==> config.mk <==
export PLATFORM = sky130hd
export DESIGN_NAME = sonar_scheduler
export DESIGN_NICKNAME = d
export VERILOG_FILES = /design/src/rtl/sonar_scheduler.sv
export SDC_FILE = /design/constraint.sdc
export NUM_CORES = 1
export LEC_CHECK = 0
export ABC_AREA = 1
export ABC_CLOCK_PERIOD_IN_PS = 3900
export CORE_ASPECT_RATIO = 0.75
export CORE_MARGIN = 4
export CORE_UTILIZATION = 58
export DETAILED_ROUTE_END_ITERATION = 10
export GPL_ROUTABILITY_DRIVEN = 0
export PLACE_DENSITY = 0.85
export SYNTH_ARGS = -nofsm -noshare
export SYNTH_HDL_FRONTEND = slang
export SYNTH_SLANG_ARGS = --single-unit
==> constraint.sdc <==
create_clock -name Clock -period 3.9 [get_ports Clock]
set_input_delay 0.585 -clock Clock [delete_from_list [all_inputs] [get_ports Clock]]
set_output_delay 0.585 -clock Clock [all_outputs]
set_load 0.1 [all_outputs]
==> src/rtl/sonar_scheduler.sv <==
// Round-robin ultrasonic ranging scheduler: fires each sensor's trigger in turn,
// times the echo width in prescaled ticks and posts per-channel results.

module sonar_result_reg #(
   parameter int W = 14
) (
   input  logic         Clock,
   input  logic         Reset,
   input  logic         we,
   input  logic [W-1:0] d,
   output logic [W-1:0] q
);
   always_ff @(posedge Clock)
      if (Reset)   q <= '0;
      else if (we) q <= d;
endmodule

module sonar_scheduler #(
   parameter int CHANNELS      = 3,
   parameter int CNT_BITS      = 14,
   parameter int TICK_DIV      = 50,
   parameter int TRIG_TICKS    = 10,
   parameter int RISE_TIMEOUT  = 5000,
   parameter int HOLDOFF_TICKS = 20000
) (
   input  logic                         Clock,
   input  logic                         Reset,
   input  logic                         Enable,
   input  logic [CHANNELS-1:0]          Echo,
   output logic [CHANNELS-1:0]          Trigger,
   output logic [CHANNELS*CNT_BITS-1:0] Results,
   output logic [$clog2(CHANNELS)-1:0]  Channel,
   output logic                         Valid,
   output logic                         Timeout
);
   localparam int CH_W  = $clog2(CHANNELS);
   localparam int PRE_W = (TICK_DIV > 1) ? $clog2(TICK_DIV) : 1;
   // The shared counter is widened so holdoff/timeout limits larger than the
   // result width (e.g. 20000 ticks vs a 14-bit result) can still be reached.
   localparam int HW    = $clog2(HOLDOFF_TICKS + 1);
   localparam int RW    = $clog2(RISE_TIMEOUT + 1);
   localparam int TW    = $clog2(TRIG_TICKS + 1);
   localparam int M1    = (CNT_BITS > HW) ? CNT_BITS : HW;
   localparam int M2    = (M1 > RW) ? M1 : RW;
   localparam int TC_W  = (M2 > TW) ? M2 : TW;

   localparam logic [TC_W-1:0] TRIG_END = TC_W'(TRIG_TICKS - 1);
   localparam logic [TC_W-1:0] RISE_END = TC_W'(RISE_TIMEOUT - 1);
   localparam logic [TC_W-1:0] HOLD_END = TC_W'(HOLDOFF_TICKS - 1);
   localparam logic [TC_W-1:0] TC_SAT   = TC_W'({CNT_BITS{1'b1}});

   typedef enum logic [2:0] {IDLE, TRIG, WAIT_RISE, MEASURE, HOLDOFF} state_t;

   state_t              state, state_nxt;
   logic [CHANNELS-1:0] sync1, sync2;
   logic [PRE_W-1:0]    pre;
   logic [TC_W-1:0]     tc;
   logic [CH_W-1:0]     ptr;
   logic                tick, es, ptr_adv;
   logic                res_we, res_to;
   logic [CNT_BITS-1:0] res_d;

   assign tick = (pre == PRE_W'(TICK_DIV - 1));
   assign es   = sync2[ptr];

   // "Reaches N" transitions fire on the tick that moves tc onto N.
   always_comb begin
      state_nxt = state;
      ptr_adv   = 1'b0;
      res_we    = 1'b0;
      res_to    = 1'b0;
      res_d     = '0;
      case (state)
         IDLE:      if (Enable) state_nxt = TRIG;
         TRIG:      if (tick && tc == TRIG_END) state_nxt = WAIT_RISE;
         WAIT_RISE: begin
            if (es) state_nxt = MEASURE;
            else if (tick && tc == RISE_END) begin
               res_we    = 1'b1;
               res_to    = 1'b1;
               res_d     = '1;
               state_nxt = HOLDOFF;
            end
         end
         MEASURE: begin
            if (!es) begin
               res_we    = 1'b1;
               res_d     = tc[CNT_BITS-1:0];
               state_nxt = HOLDOFF;
            end else if (tc == TC_SAT) begin
               res_we    = 1'b1;
               res_to    = 1'b1;
               res_d     = '1;
               state_nxt = HOLDOFF;
            end
         end
         HOLDOFF: begin
            if (tick && tc == HOLD_END) begin
               ptr_adv   = 1'b1;
               state_nxt = Enable ? TRIG : IDLE;
            end
         end
         default:   state_nxt = IDLE;
      endcase
   end

   always_ff @(posedge Clock) begin
      if (Reset) begin
         state   <= IDLE;
         sync1   <= '0;
         sync2   <= '0;
         pre     <= '0;
         tc      <= '0;
         ptr     <= '0;
         Trigger <= '0;
         Channel <= '0;
         Valid   <= 1'b0;
         Timeout <= 1'b0;
      end else begin
         state <= state_nxt;
         sync1 <= Echo;
         sync2 <= sync1;
         if (state_nxt != state) begin
            pre <= '0;
            tc  <= '0;
         end else begin
            pre <= tick ? '0 : pre + PRE_W'(1);
            if (tick && tc != '1) tc <= tc + TC_W'(1);
         end
         if (ptr_adv) ptr <= (ptr == CH_W'(CHANNELS - 1)) ? '0 : ptr + CH_W'(1);
         Trigger <= (state == TRIG) ? (CHANNELS'(1) << ptr) : '0;
         Valid   <= res_we;
         if (res_we) begin
            Timeout <= res_to;
            Channel <= ptr;
         end
      end
   end

   for (genvar k = 0; k < CHANNELS; k++) begin : g_res
      sonar_result_reg #(.W(CNT_BITS)) u_res (
         .Clock (Clock),
         .Reset (Reset),
         .we    (res_we && ptr == CH_W'(k)),
         .d     (res_d),
         .q     (Results[k*CNT_BITS +: CNT_BITS])
      );
   end
endmodule
==> results.sh, run 1 <==
export IMPL_drc=0
export IMPL_critPathMaxFanout=28
export IMPL_final_max_slew_viol_count=0
export IMPL_cp_required_ps=4150
export IMPL_synth_cell_types=33
export IMPL_cts_sinks=81
export IMPL_hp_start="sync1[0]$_SDFF_PP0_"
export IMPL_wl_per_cell_um=14.97
export IMPL_grt_pass1_vias=3363
export IMPL_start_util_pct=61.69
export IMPL_fmax_mhz=374.5
export IMPL_hp_class="flip-flop to flip-flop"
export IMPL_place_inst=624
export IMPL_numCtsBuffers=9
export IMPL_die_x_um=100.3
export IMPL_instances_no_fill=640
export IMPL_yosys_area_top_type="dfxtp_1"
export IMPL_cts_setup_buffers=0
export IMPL_cts_tree="yes"
export IMPL_synthTopCellsByArea="dfxtp_1 (44%), nor2_1 (9.1%), a21oi_1 (7.2%)"
export IMPL_grtUsageTotal_pct=25.93
export IMPL_power_w=0.001542
export IMPL_cp_end_kind="flip-flop"
export IMPL_core_area_um2=6006
export IMPL_drv_cap=0
export IMPL_crit_family="simple AND/OR/NAND/NOR gates"
export IMPL_cp_start_kind="flip-flop"
export IMPL_fin_crit_ps=2670
export IMPL_dr_pass1_iters=6
export IMPL_syn_nets=519
export IMPL_port_buffers=54
export IMPL_synth_cells=509
export IMPL_dr_first_iter_drc_count=306
export IMPL_clk_latency_ps=360
export IMPL_synth_top_area_share_pct=43.77
export IMPL_antenna_found_initial=0
export IMPL_fin_setup_tns_ps=0
export IMPL_path_class="flip-flop to flip-flop"
export IMPL_hold_viol_final=0
export IMPL_crit_buf_inv=2
export IMPL_hpwl_um=6981
export IMPL_gr_total_overflow=0
export IMPL_antennaDiodeCount=0
export IMPL_rsz0062_at_grt="no"
export IMPL_synth_seq_area_share_pct=43.77
export IMPL_r2r_slack_ps=1230
export IMPL_grt_max_degree=29
export IMPL_p_per_area_nw_per_um2=346.0
export IMPL_io_pins=55
export IMPL_p_leak_nw=1.822
export IMPL_finalCritPeriodShare_pct=68.47
export IMPL_skew_ps=12.63
export IMPL_path_cells="inv_1, nor2_2, inv_2, nor2_2, nand4_4, nand2_2, nand2_1, o21ai_0, nor2_1"
export IMPL_clk_pin_slew_ps=80
export IMPL_num_rows=24
export IMPL_vias_per_cell=5.556
export IMPL_slew_headroom_pct=33.30
export IMPL_routed_wl_um=9582
export IMPL_clockBufferDepth=2
export IMPL_ctsHoldBuffers=0
export IMPL_r2r_start="state[1]$_SDFF_PP0_"
export IMPL_syn_area_per_cell_um2=7.279
export IMPL_setup_violations_final=0
export IMPL_fill_cells=478
export IMPL_reg2regPathDepth=9
export IMPL_syn_area_um2=3705
export IMPL_worstMarginPinSlew_ps=997.4
export IMPL_ir_drop_mv=0.2703
export IMPL_cp_arrival_ps=2920
export IMPL_dieArea_um2=7744
export IMPL_cts_root_buf="clkbuf_8"
export IMPL_status="completed"
export IMPL_layout_area_overhead_vs_synth_pct=20.26
export IMPL_layout_common_cells="nor2_1 (90), dfxtp_1 (81), inv_1 (63)"
export IMPL_die_h_um=77.22
export IMPL_synth_seq_cells=81
export IMPL_ctsHtreeMaxLevel=3
export IMPL_fin_nets=567
export IMPL_cp_slowest_stage_delay_ps=440
export IMPL_vias=3556
export IMPL_crit_top_cell="nor2_2"
export IMPL_grt_pass1_wl_um=16170
export IMPL_whs_path_depth=2
export IMPL_slowest_stage="nand2_2"
export IMPL_r2r_end="g_res[1].u_res.q[6]$_SDFFE_PP0P_"
export IMPL_cts_resized=0
export IMPL_yosys_warnings=0
export IMPL_drive_gt1_share_pct=8.897
export IMPL_ant_nets=0
export IMPL_hold_path_end="sync2[0]$_SDFF_PP0_"
export IMPL_final_common_cell="nor2_1"
registers in the layout, indices dropped and copies added (netlist names):
name / cells
g_res.u_res.q: 42
tc: 15
pre: 6
Trigger: 3
state: 3
sync1: 3
sync2: 3
Channel: 2
ptr: 2
Timeout: 1
Valid: 1
stage by stage:
stage          cell area, um^2  utilization, %  hold WS, ps  setup WS [ps]
4_1_cts                   4456           74.19        403.7           1290
3_5_place_dp              4245           70.69        391.6           1310
5_1_grt                   4456           74.19        447.1          979.1
6_report                  4456           74.19        404.3           1230
2_1_floorplan             3705               -        388.3           2210
3_3_place_gp              4245           70.69        394.5           1416
cells by family after synthesis:
logic type,count (synthesis),synth area share [%]
and+or+nand+nor,223,27.32
AOI/OAI and AO/OA,99,14.02
xor gates and xnor gates,14,3.310
adders and majority gates,4,1.351
DFF,81,43.77
buffers and inverters,88,10.23
synthesized netlist by cell type, drive strengths merged:
library cell	count
buf	12
a21oi	56
nand2	60
o21ai	40
clkinv	1
nor3	21
xor2	11
ha	4
dfxtp	81
inv	66
nor4	1
o211ai	1
nand3	30
nor2	105
nand4	3
nor3b	1
clkbuf	9
nand3b	2
a31oi	2
xnor2	3
routing by layer:
| layer | vias to the layer above | global-route usage (%) | part of all wire [%] | routed length [um] |
|---|---|---|---|---|
| li1 | 1723 | - | - | - |
| met1 | 1601 | 35.53 | 44 | 4249 |
| met2 | 205 | 39.15 | 43 | 4150 |
| met3 | 27 | 6.618 | 10 | 989 |
| met4 | 0 | 9.690 | 2.0 | 193 |
| met5 | - | 0 | 0 | 0 |
worst max path at each step:
stage | depth (start not counted) | start | end | slack (ps)
after floorplan | 13 | pre[0]$_SDFF_PP0_ | tc[12]$_SDFFE_PP0P_ | 2210
after CTS | 9 | state[1]$_SDFF_PP0_ | g_res[1].u_res.q[6]$_SDFFE_PP0P_ | 1290
after global routing | 9 | state[1]$_SDFF_PP0_ | g_res[1].u_res.q[6]$_SDFFE_PP0P_ | 980
final | 9 | state[1]$_SDFF_PP0_ | g_res[1].u_res.q[6]$_SDFFE_PP0P_ | 1230
after detailed placement | 9 | state[1]$_SDFF_PP0_ | g_res[1].u_res.q[6]$_SDFFE_PP0P_ | 1310
after global placement | 9 | state[1]$_SDFF_PP0_ | g_res[1].u_res.q[6]$_SDFFE_PP0P_ | 1420
report_power, final:
| group | internal, W | switching, W |
|---|---|---|
| clock network | 0.000321 | 0.000320 |
| registers | 0.000832 | 0.00000471 |
| logic | 0.0000199 | 0.0000433 |
area by class of cell:
type	instances	area (um^2)	share of cell area (%)
clock buffers	10	137.6	3.089
clock inverters	6	72.57	1.629
inverters	67	251.5	5.644
multi-input cells	340	1704	38.25
flip-flops and latches	81	1622	36.39
well taps	78	97.59	2.190
repair buffers	58	570.5	12.81
tightest hold or removal path, delay by kind of cell, from the launching register on:
kind | cells | cell delay, ps
buffers and inverters | 1 | 40
DFF | 1 | 300
and+or+nand+nor | 1 | 30
Note: power is estimated with default switching activity, not from simulation.
==> inputs of run 2 (changes only) <==
Settings changed: ABC_CLOCK_PERIOD_IN_PS 3900 to 2170, CORE_UTILIZATION 58 to 49, PLACE_DENSITY 0.85 to 0.76.
Clock period 3.9 ns to 2.17 ns, I/O delays scaled along.
==> results.sh, run 2 (same netlist as run 1, synthesis figures left out) <==
export IMPL_cp_start_kind="flip-flop"
export IMPL_status="completed"
export IMPL_vias=3541
export IMPL_dieArea_um2=9031
export IMPL_grt_pass1_wl_um=15950
export IMPL_dr_pass1_iters=5
export IMPL_num_rows=27
export IMPL_whs_path_depth=2
export IMPL_r2r_end="tc[10]$_SDFFE_PP0P_"
export IMPL_worstMarginPinSlew_ps=605.1
export IMPL_route_layer_met1_wl_um=4546
export IMPL_cp_arrival_ps=2330
export IMPL_ant_nets=0
export IMPL_antennaDiodeCount=0
export IMPL_clk_pin_slew_ps=90
export IMPL_clk_latency_ps=350
export IMPL_cp_slowest_stage_delay_ps=360
export IMPL_top_layer="met4"
export IMPL_dr_first_iter_drc_count=303
export IMPL_core_area_um2=7331
export IMPL_numCtsBuffers=9
export IMPL_skew_ps=7.590
export IMPL_reg_top3="g_res.u_res.q: 42 flops, tc: 15 flops, pre: 6 flops"
export IMPL_hp_class="flip-flop to flip-flop"
export IMPL_cts_sinks=81
export IMPL_hold_path_end="sync2[0]$_SDFF_PP0_"
export IMPL_fin_crit_ps=2037
export IMPL_fin_nets=573
export IMPL_stdcell_area_um2=4487
export IMPL_reg2regPathDepth=12
export IMPL_fill_cells=661
export IMPL_path_class="flip-flop to flip-flop"
export IMPL_clockBufferDepth=2
export IMPL_p_leak_nw=1.975
export IMPL_hp_start="sync1[0]$_SDFF_PP0_"
export IMPL_grt_pass1_vias=3327
export IMPL_fmax_mhz=490.8
export IMPL_top_register="g_res.u_res.q"
export IMPL_hpwl_um=6958
export IMPL_ctsHtreeMaxLevel=3
export IMPL_wl_met3_um=833
export IMPL_critPathMaxFanout=11
export IMPL_p_per_area_nw_per_um2=660.4
export IMPL_drc=0
export IMPL_io_pins=55
export IMPL_port_buffers=54
export IMPL_antenna_found_initial=0
export IMPL_die_x_um=108.4
export IMPL_grtUsageTotal_pct=21.93
export IMPL_setup_violations_final=0
export IMPL_r2r_slack_ps=130
export IMPL_hold_viol_final=0
export IMPL_drv_cap=0
export IMPL_slowest_stage="dfxtp_1"
export IMPL_layout_common_cells="nor2_1 (90), dfxtp_1 (81), inv_1 (63)"
export IMPL_gr_total_overflow=0
export IMPL_largest_register_ffs=42
export IMPL_final_max_slew_viol_count=0
export IMPL_dpl_cell_area_um2=4189
export IMPL_drive_gt1_share_pct=19.37
export IMPL_routed_wl_um=9785
export IMPL_met2WireLength_um=4250
export IMPL_cp_end_kind="flip-flop"
export IMPL_path_cells="inv_1, ha_1, nand2_1, inv_1, nand3_1, nor2_2, nand4_4, buf_4, nand3_2, a21oi_4, nand3_4, nor2_2"
export IMPL_grt_max_degree=35
export IMPL_die_h_um=83.31
export IMPL_wl_per_cell_um=14.63
export IMPL_final_common_cell="nor2_1"
export IMPL_slew_headroom_pct=59.35
export IMPL_cts_root_buf="clkbuf_8"
export IMPL_ir_drop_mv=0.4150
export IMPL_cts_setup_buffers=0
export IMPL_start_util_pct=50.54
export IMPL_layout_area_overhead_vs_synth_pct=21.11
export IMPL_cp_required_ps=2460
export IMPL_cts_tree="yes"
export IMPL_r2r_start="pre[1]$_SDFF_PP0_"
export IMPL_vias_per_cell=5.293
export IMPL_utilization_pct=61.21
export IMPL_finalCritPeriodShare_pct=93.89
export IMPL_ctsHoldBuffers=0
run 2: cell types whose count changed in the layout (fill, tap and decap cells not counted), moves of 4 or more:
cell	change
buf_4	+54
clkdlybuf4s50_1	-49
nand2_1	-5
nand2_2	+4
run 2: how the worst max path moves through the flow:
| stage | start | end | cells past startpoint |
|---|---|---|---|
| global route | pre[1]$_SDFF_PP0_ | tc[7]$_SDFFE_PP0P_ | 12 |
| finish | pre[1]$_SDFF_PP0_ | tc[10]$_SDFFE_PP0P_ | 12 |
| detailed placement | pre[0]$_SDFF_PP0_ | g_res[0].u_res.q[12]$_SDFFE_PP0P_ | 10 |
| global placement | pre[0]$_SDFF_PP0_ | tc[0]$_SDFFE_PP0P_ | 11 |
| floorplan | pre[0]$_SDFF_PP0_ | tc[13]$_SDFFE_PP0P_ | 13 |
| CTS | pre[0]$_SDFF_PP0_ | g_res[1].u_res.q[1]$_SDFFE_PP0P_ | 10 |
run 2: per-layer routing:
| metal | GRT usage, % | up-vias |
|---|---|---|
| met5 | 0 | - |
| met4 | 6.307 | 0 |
| met3 | 4.740 | 18 |
| met2 | 33.15 | 152 |
| met1 | 31.34 | 1640 |
| li1 | - | 1731 |
run 2: repair_timing:
action	4_1_cts	5_1_grt
endpoints found under the setup margin	2	50
hold endpoints to repair	0	0
cloned	0	1
pin swaps	0	0
gates resized for setup	1	10
run 2: stage by stage:
stage                     std cells  hold slack (ps)  total power, W  setup TNS, ps  worst slack [ps]
after floorplan                 509            388.3        0.001621              0             480.3
after global placement          652            390.2        0.001645              0             140.1
after detailed placement        652            398.6        0.001649              0             7.337
after CTS                       668            411.0        0.002971              0             6.676
after global routing            669            423.3        0.003070         -88.34            -17.24
final                           669            405.8        0.002963              0             132.5
run 2: final cells by class:
type	count	area, um^2	share of cell area [%]
inverters	67	251.5	5.605
flip-flops and latches	81	1622	36.14
well taps	101	126.4	2.817
multi-input cells	341	1759	39.21
repair buffers	63	485.5	10.82
clock inverters	6	115.1	2.566
clock buffers	10	127.6	2.844
run 2: report_power, final:
group	switching (W)	total (W)	internal (W)	leakage, nW
registers	0.00000787	0.00150	0.00150	0.654
clock network	0.000565	0.00134	0.000771	0.117
logic	0.0000845	0.000123	0.0000390	1.20
run 2: critical path: cells and delay by family, from the launching register on:
kind	cells	cell delay [ps]
buf+inv	3	280
simple gates	7	870
compound gates	1	280
fa+ha+maj	1	180
flops	1	360
